--- config.mk ---
export PLATFORM = sky130hd
export DESIGN_NAME = uart_inst_loader
export DESIGN_NICKNAME = d
export VERILOG_FILES = /design/src/rtl/uart_inst_loader.sv
export SDC_FILE = /design/constraint.sdc
export NUM_CORES = 1
export LEC_CHECK = 0
export CAP_MARGIN = 20
export CORE_ASPECT_RATIO = 1.25
export CORE_MARGIN = 2
export CORE_UTILIZATION = 34
export DETAILED_ROUTE_END_ITERATION = 8
export GPL_ROUTABILITY_DRIVEN = 0
export PLACE_DENSITY_LB_ADDON = 0.3
export SYNTH_ARGS = -nofsm -noshare
export SYNTH_HDL_FRONTEND = slang
export SYNTH_SLANG_ARGS = --single-unit
--- constraint.sdc ---
create_clock -name clk -period 11.55 [get_ports clk]
set_clock_uncertainty 0.2 [all_clocks]
set_input_delay 3.465 -clock clk [delete_from_list [all_inputs] [get_ports clk]]
set_output_delay 3.465 -clock clk [all_outputs]
set_load 0.005 [all_outputs]
--- src/rtl/uart_inst_loader.sv ---
// Purpose : UART (8N1) program loader; frames a count-prefixed image into 32-bit
//           little-endian words and writes them to instruction memory, then starts the CPU.
// Latency : write strobe 1 clk after the 4th byte of a word; start 1 clk after the last write.
// Backpressure: none; the memory write port must accept one word per strobe.
//
// Ports:
//   clk          CPU clock (rising edge)
//   reset        asynchronous active-high reset
//   rx           UART receive line, idle high, asynchronous to clk
//   inst_wr_addr byte address of the current instruction-memory write
//   inst_wr_data assembled instruction word
//   inst_wr_en   one-cycle write strobe per word
//   start        one-cycle pulse after a complete, valid load
//   busy         high while a packet is in progress
//   frame_err    sticky bad-stop-bit flag, cleared at the next packet's first start bit
//   cksum_err    (LOADER_CHECKSUM_EN only) sticky payload checksum mismatch flag
//
// Optional feature macro: LOADER_CHECKSUM_EN appends an XOR checksum byte to each packet.
module uart_inst_loader #(
  parameter int          CLKS_PER_BIT = 52,
  parameter logic [31:0] BASE_ADDR    = 32'h0000_0000,
  parameter int          TIMEOUT_CLKS = 65536
) (
  input  logic        clk,
  input  logic        reset,
  input  logic        rx,
  output logic [31:0] inst_wr_addr,
  output logic [31:0] inst_wr_data,
  output logic        inst_wr_en,
  output logic        start,
  output logic        busy,
  output logic        frame_err
`ifdef LOADER_CHECKSUM_EN
  ,
  output logic        cksum_err
`endif
);

  localparam int CW   = $clog2(CLKS_PER_BIT);
  localparam int TO_W = $clog2(TIMEOUT_CLKS + 1);

  // ---------------- RX bit engine ----------------
  typedef enum logic [1:0] {RX_IDLE, RX_START, RX_DATA, RX_STOP} rx_state_t;

  rx_state_t   rx_state, rx_state_n;
  logic        rx_s1, rx_s2, rx_q;
  logic [CW-1:0] clk_cnt;
  logic [2:0]  bit_idx;
  logic [7:0]  shreg;
  logic [7:0]  byte_dat;
  logic        byte_vld;
  logic        rx_fall, half_tick, bit_tick;
  logic        start_ok, stop_ok, stop_bad;

  assign rx_fall   = rx_q & ~rx_s2;
  assign half_tick = (clk_cnt == CW'(CLKS_PER_BIT/2 - 1));
  assign bit_tick  = (clk_cnt == CW'(CLKS_PER_BIT - 1));

  always_comb begin
    rx_state_n = rx_state;
    start_ok   = 1'b0;
    stop_ok    = 1'b0;
    stop_bad   = 1'b0;
    case (rx_state)
      RX_IDLE:  if (rx_fall) rx_state_n = RX_START;
      RX_START: if (half_tick) begin
                  if (rx_s2) rx_state_n = RX_IDLE;   // false start
                  else begin
                    rx_state_n = RX_DATA;
                    start_ok   = 1'b1;
                  end
                end
      RX_DATA:  if (bit_tick && bit_idx == 3'd7) rx_state_n = RX_STOP;
      RX_STOP:  if (bit_tick) begin
                  rx_state_n = RX_IDLE;
                  stop_ok    = rx_s2;
                  stop_bad   = ~rx_s2;
                end
      default:  rx_state_n = RX_IDLE;
    endcase
  end

  always_ff @(posedge clk or posedge reset) begin
    if (reset) begin
      rx_state <= RX_IDLE;
      rx_s1    <= 1'b1;
      rx_s2    <= 1'b1;
      rx_q     <= 1'b1;
      clk_cnt  <= '0;
      bit_idx  <= '0;
      shreg    <= '0;
      byte_dat <= '0;
      byte_vld <= 1'b0;
    end else begin
      rx_s1    <= rx;
      rx_s2    <= rx_s1;
      rx_q     <= rx_s2;
      rx_state <= rx_state_n;
      // Counter restarts on every state change and every data-bit sample point.
      if (rx_state == RX_IDLE || rx_state_n != rx_state || bit_tick) clk_cnt <= '0;
      else                                                           clk_cnt <= clk_cnt + CW'(1);
      if (start_ok) bit_idx <= '0;
      if (rx_state == RX_DATA && bit_tick) begin
        shreg   <= {rx_s2, shreg[7:1]};
        bit_idx <= bit_idx + 3'd1;
      end
      byte_vld <= stop_ok;
      if (stop_ok) byte_dat <= shreg;
    end
  end

  // ---------------- Packet loader ----------------
`ifdef LOADER_CHECKSUM_EN
  typedef enum logic [2:0] {CNT_LO, CNT_HI, LOAD, CHECK, DONE} ld_state_t;
  logic [7:0] cksum;
  logic       cksum_bad;
`else
  typedef enum logic [1:0] {CNT_LO, CNT_HI, LOAD, DONE} ld_state_t;
`endif

  ld_state_t   state, state_n;
  logic [7:0]  cnt_lo;
  logic [15:0] word_cnt, word_idx;
  logic [1:0]  lane;
  logic [23:0] word_buf;
  logic [TO_W-1:0] to_cnt;
  logic        counting, timeout_hit, do_write, abort;

`ifdef LOADER_CHECKSUM_EN
  assign counting = (state == CNT_HI) || (state == LOAD) || (state == CHECK);
`else
  assign counting = (state == CNT_HI) || (state == LOAD);
`endif
  assign timeout_hit = counting && !byte_vld && (to_cnt == TO_W'(TIMEOUT_CLKS - 1));
  assign start       = (state == DONE);
  assign busy        = counting;

  always_comb begin
    state_n  = state;
    do_write = 1'b0;
`ifdef LOADER_CHECKSUM_EN
    cksum_bad = 1'b0;
`endif
    case (state)
      CNT_LO: if (byte_vld) state_n = CNT_HI;
      CNT_HI: if (byte_vld) begin
`ifdef LOADER_CHECKSUM_EN
                if ({byte_dat, cnt_lo} == 16'd0) state_n = CHECK;
`else
                if ({byte_dat, cnt_lo} == 16'd0) state_n = DONE;
`endif
                else                             state_n = LOAD;
              end
      LOAD: begin
        if (byte_vld && lane == 2'd3) begin
          do_write = 1'b1;
`ifdef LOADER_CHECKSUM_EN
          if (word_idx == word_cnt - 16'd1) state_n = CHECK;
`endif
        end
`ifndef LOADER_CHECKSUM_EN
        // Wait out the final write cycle so start never precedes the last store.
        if (inst_wr_en && word_idx == word_cnt) state_n = DONE;
`endif
      end
`ifdef LOADER_CHECKSUM_EN
      CHECK: if (byte_vld) begin
               if (byte_dat == cksum) state_n = DONE;
               else                   cksum_bad = 1'b1;
             end
`endif
      DONE:    state_n = CNT_LO;
      default: state_n = CNT_LO;
    endcase
`ifdef LOADER_CHECKSUM_EN
    abort = stop_bad || timeout_hit || cksum_bad;
`else
    abort = stop_bad || timeout_hit;
`endif
    if (abort) state_n = CNT_LO;
  end

  always_ff @(posedge clk or posedge reset) begin
    if (reset) state <= CNT_LO;
    else       state <= state_n;
  end

  always_ff @(posedge clk or posedge reset) begin
    if (reset) begin
      inst_wr_addr <= '0;
      inst_wr_data <= '0;
      inst_wr_en   <= 1'b0;
      frame_err    <= 1'b0;
      cnt_lo       <= '0;
      word_cnt     <= '0;
      word_idx     <= '0;
      lane         <= '0;
      word_buf     <= '0;
      to_cnt       <= '0;
`ifdef LOADER_CHECKSUM_EN
      cksum        <= '0;
      cksum_err    <= 1'b0;
`endif
    end else begin
      inst_wr_en <= do_write;
      if (do_write) begin
        inst_wr_data <= {byte_dat, word_buf};
        inst_wr_addr <= BASE_ADDR + {14'd0, word_idx, 2'b00};
      end

      if (!counting || byte_vld) to_cnt <= '0;
      else                       to_cnt <= to_cnt + TO_W'(1);

      if (state == CNT_LO && byte_vld) cnt_lo   <= byte_dat;
      if (state == CNT_HI && byte_vld) word_cnt <= {byte_dat, cnt_lo};

      // Per-packet accumulators are cleared while waiting for a new count and on abort,
      // which also drops any partially assembled word.
      if (state == CNT_LO || abort) begin
        word_idx <= '0;
        lane     <= '0;
        word_buf <= '0;
`ifdef LOADER_CHECKSUM_EN
        cksum    <= '0;
`endif
      end else if (state == LOAD && byte_vld) begin
        lane     <= lane + 2'd1;
        word_buf <= {byte_dat, word_buf[23:8]};
        if (do_write) word_idx <= word_idx + 16'd1;
`ifdef LOADER_CHECKSUM_EN
        cksum    <= cksum ^ byte_dat;
`endif
      end

      // Sticky errors clear at a confirmed start bit that begins a new packet.
      if (stop_bad)                          frame_err <= 1'b1;
      else if (start_ok && state == CNT_LO)  frame_err <= 1'b0;
`ifdef LOADER_CHECKSUM_EN
      if (cksum_bad)                         cksum_err <= 1'b1;
      else if (start_ok && state == CNT_LO)  cksum_err <= 1'b0;
`endif
    end
  end

endmodule

=== Word-level counts from Yosys, hierarchy flattened ===
Cells that the tools add are included.

* Bits of input ports: 3
* Bits in registers: 166
* Logic and storage cells: 104
* Output and inout bits: 68

* Reductions and logical operators: 27
* Muxes and demuxes: 34
* Add/subtract/negate cells: 5
* Equality and inequality tests: 16
* Bitwise operators: 2

{| class="wikitable"
|+ Operator list
! operator !! count
|-
| $mux W16 || 3
|-
| $mux W24 || 2
|-
| $mux W2 || 11
|-
| $add A17 B1 Y17 const B || 1
|-
| $eq A17 B16 Y1 const B || 1
|-
| $mux W17 || 1
|-
| $add A16 B1 Y16 const B || 1
|-
| $eq A16 B16 Y1 || 1
|-
| $logic_not A16 Y1 || 1
|-
| $pmux W2 S4 || 2
|-
| $mux W1 || 12
|-
| $eq A2 B2 Y1 const B || 5
|-
| $logic_and A1 B1 Y1 || 10
|-
| $reduce_bool A2 Y1 || 4
|-
| $add A6 B1 Y6 const B || 1
|-
| $eq A6 B5 Y1 const B || 1
|-
| $eq A6 B6 Y1 const B || 1
|-
| $logic_or A1 B1 Y1 || 6
|-
| $mux W3 || 2
|-
| $mux W6 || 1
|-
| $ne A3 B3 Y1 const B || 2
|-
| $eq A2 B1 Y1 const B || 2
|-
| $logic_not A2 Y1 || 2
|-
| $add A3 B1 Y3 const B || 1
|-
| other kinds (9) || 10
|}

=== Longest topological paths before layout ===
* Depth in word-level cells: 8
* Depth in mapped cells: 10
* Mapped depth without buffers: 9

=== Worst setup path before layout ===
OpenSTA, ideal clock, no wires.

* Path type: flip-flop to output port
* Start: register state[0]
* End: output port busy
* Buffers on the path: 0
* Arrival: 0.768 ns
* Setup slack: 7.117 ns
* Data required time: 7.885 ns
* Cell stages (with the launch flop): 3
* Cells stage by stage: dfrtp_1 inv_1 ha_1

* Longest elaborated chain between the ends: 2
* Elaborated cells between the ends (all ways): 3
* Classes of those cells: 2 x eq/ne; 1 x reduce/logical

{| class="wikitable"
|+ Ends and longest elaborated chain
! element !! line !! source
|-
| start: declaration || 121 || <nowiki>ld_state_t state, state_n;</nowiki>
|-
| start signal: assignment || 185 || <nowiki>else state <= state_n;</nowiki>
|-
| $eq A2 B1 Y1 or $eq A2 B2 Y1 (tied branches) || 132 || <nowiki>assign counting = (state == CNT_HI) || (state == LOAD);</nowiki>
|-
| $logic_or A1 B1 Y1 (*) || 132 ||
|-
| end: declaration || 31 || <nowiki>output logic busy,</nowiki>
|}

Mark *: on every way between the ends. The rest lies on a longest branch, timed or not.

=== Worst setup path after layout ===
* Start: register state[1]
* End: output port busy

Same word-level chain as after synthesis.

==> metrics.txt <==
final setup vio count 0; largest net degree at the start of global routing slightly below 90; fmax 0.184 GHz; DP Area 7890 µm²; Syn. warnings 0; grt ovf 0; Hold Crit Class reg2reg; Via Count between 4,000 and 5,000; Setup Fix Bufs, Post-CTS 0; ANT nets after route 0; CP Class reg2out; routed len/inst 13.4 µm; post-synthesis cell type count 44; status complete, no violations; vias per inst 4.57; post-synth top area share 0.569; share of cells above drive strength 1 0.118; hold buffer count at CTS 0; Cell Pwr Density 165 nW/µm²; biggest cell delay along the critical path 540 ps; CTS root buffer clkbuf_16; CTS Buf Count 17; CP max-delay cell clkdlybuf4s50_1; critical-path cell list inv_1, ha_1, clkdlybuf4s50_1; top post-synthesis cells by count nand2_1, dfrtp_1, nor2_1, mux2_2, xnor2_1; Yosys reg bits 166; Max Root-Sink Buffers 2; crit path max fanout 5; Clock Sink Count around 170; Core Region 20,700 µm²; DRT Wirelength ~14,000 µm; hold path depth 0; synthesis-to-layout area growth 19.3%; CP Data Required Time 7890 ps; worst r2r src state[0]; CP Depth 3; DR DRC count 0; Main synth FF type dfrtp_1; Post-synth EDFFs 0; crit share post-route 0.471; Die Ht about 170 µm; MaxCap Viol Count 0; Post-Syn Instances 693; slew margin rel. 0.331; Clock Latency Late Sink 420 ps; CP arrival 1770 ps; FFs w/ async S/R, synth 1.00; Bufs and invs on worst path 2; CTS tree yes; Nets 756; number of global-route vias before repair 4,566; area of the mapped netlist between 7000 and 8000 µm²; Final Hold Viols 0; Final HPWL DP 8950 µm; die area roughly 22,000 µm²; number of diodes 0; design area roughly 8600 µm²; register area share after synthesis 0.580; most common cell in the synthesized netlist nand2_1; Initial DRT Pass Iterations 4; first-pass GRT wire length 23,500 µm; crit-path leading delay family buffers and inverters; Tot GR Track Use 0.133; cell row count just under 60; Synth area leader dfrtp_1; CP endpoint kind primary output; Starting Density 0.346; IO Pins ~70; Slew Viols, Final 0; setup TNS 0 ps; # resized after CTS 0; port bufs 54; worst-margin pin slew about 1000 ps; antenna violations before repair 0; min Tclk post-route 5440 ps; unrepaired setup endpoints after global routing false; Leakage slightly above 4 nW; largest cells by area after synthesis dfrtp_1, nand2_1, mux2_2; Worst setup SP type register; hold wc startpoint rx_s1; synthesized area per cell 10.3 µm²; crit path from state[1]; Worst-path clk slew approximately 70 ps; CTS H-tree lvls 4; worst vdd ir 113 µV; worst-case reg-to-reg path depth 11; die width 134 µm; Starting DRT DRC Count 300
[flip-flops by register name, summed over array words and instances, names as in the netlist, 3 cells and up]
| name | cells |
|---|---|
| clk_cnt | 6 |
| to_cnt | 17 |
| word_idx | 16 |
| bit_idx | 3 |
| inst_wr_addr | 16 |
| word_cnt | 16 |
| inst_wr_data | 32 |
| cnt_lo | 8 |
| shreg | 8 |
| word_buf | 24 |
| byte_dat | 8 |
[stage by stage]
stage	hold slack, ps	worst slack, ps	power [mW]	utilization	std cells
floorplan	145	3400	0.780	-	708
global placement	146	5730	0.818	0.380	995
detailed placement	148	5750	0.821	0.380	995
CTS	158	6080	1.42	0.411	1027
global route	164	5990	1.48	0.412	1028
finish	157	6110	1.41	0.412	1028
[per-layer routing]
metal  part of all wire  global-route usage  routed length, µm
met5                  0                   0                  0
met4              0.015              0.0435                204
met3              0.030              0.0327                413
met2               0.47               0.207               6530
met1               0.48               0.181               6630
[cells by family (layout without fill, tap and decap cells)]
kind of cell,after synthesis,after routing,share of synthesized area
AO/OA/AOI/OAI,38,38,0.0325
XOR/XNOR,50,50,0.0611
adder cells (fa/ha/maj),12,12,0.0209
buffers and inverters,54,100,0.0401
flip-flops,166,166,0.580
multiplexers,43,43,0.0670
other,1,16,0.000523
AND/OR/NAND/NOR,329,329,0.198
[layout by cell type (no fill, tap or decap), types with 5 or more instances in the layout]
| master | count |
|---|---|
| and3_1 | 5 |
| nor2_1 | 48 |
| xnor2_1 | 31 |
| a21oi_1 | 27 |
| nor3_1 | 8 |
| conb_1 | 16 |
| xor2_1 | 19 |
| dfrtp_1 | 163 |
| clkbuf_16 | 17 |
| mux2_2 | 40 |
| inv_1 | 6 |
| ha_1 | 12 |
| and4_1 | 5 |
| nand4_1 | 6 |
| clkdlybuf4s50_1 | 54 |
| nand2_1 | 221 |
| nand3_1 | 14 |
[path summary, 6_finish.rpt]
path,endpoint,slack (ps)
min reg2reg,rx_s2,160
min in group asynchronous,to_cnt[5],3360
min,rx_s2,160
max in group asynchronous,rx_q,6680
max reg2reg,word_idx[14],7850
max,busy,6110
[where the power goes]
part / internal [mW] / switching (mW) / leakage (nW)
sequential: 0.604 / 0.0291 / 2.29
clock: 0.372 / 0.228 / 0.301
combinational: 0.0632 / 0.111 / 1.53
[final cells by class]
| cell class | count | area [µm²] |
|---|---|---|
| fillers | 2022 | 12200 |
| flip-flops and latches | 166 | 4160 |
| multi-input cells | 488 | 2780 |
| repair buffers | 59 | 598 |
| clock buffers | 19 | 453 |
| well taps | 274 | 343 |
| clock inverters | 13 | 179 |
| inverters | 9 | 38.8 |
[worst register-to-register path, cell delays in order, from the launching register on]
cell and delay (ps):
dfrtp_1 410, inv_1 130, ha_1 230, and2_1 140, buf_4 300, nand2_2 630
inv_2 340, buf_4 490, nand3_1 230, nor3_1 270, xnor2_1 150, nor2_1 50
(Power assumes the default switching activity.)
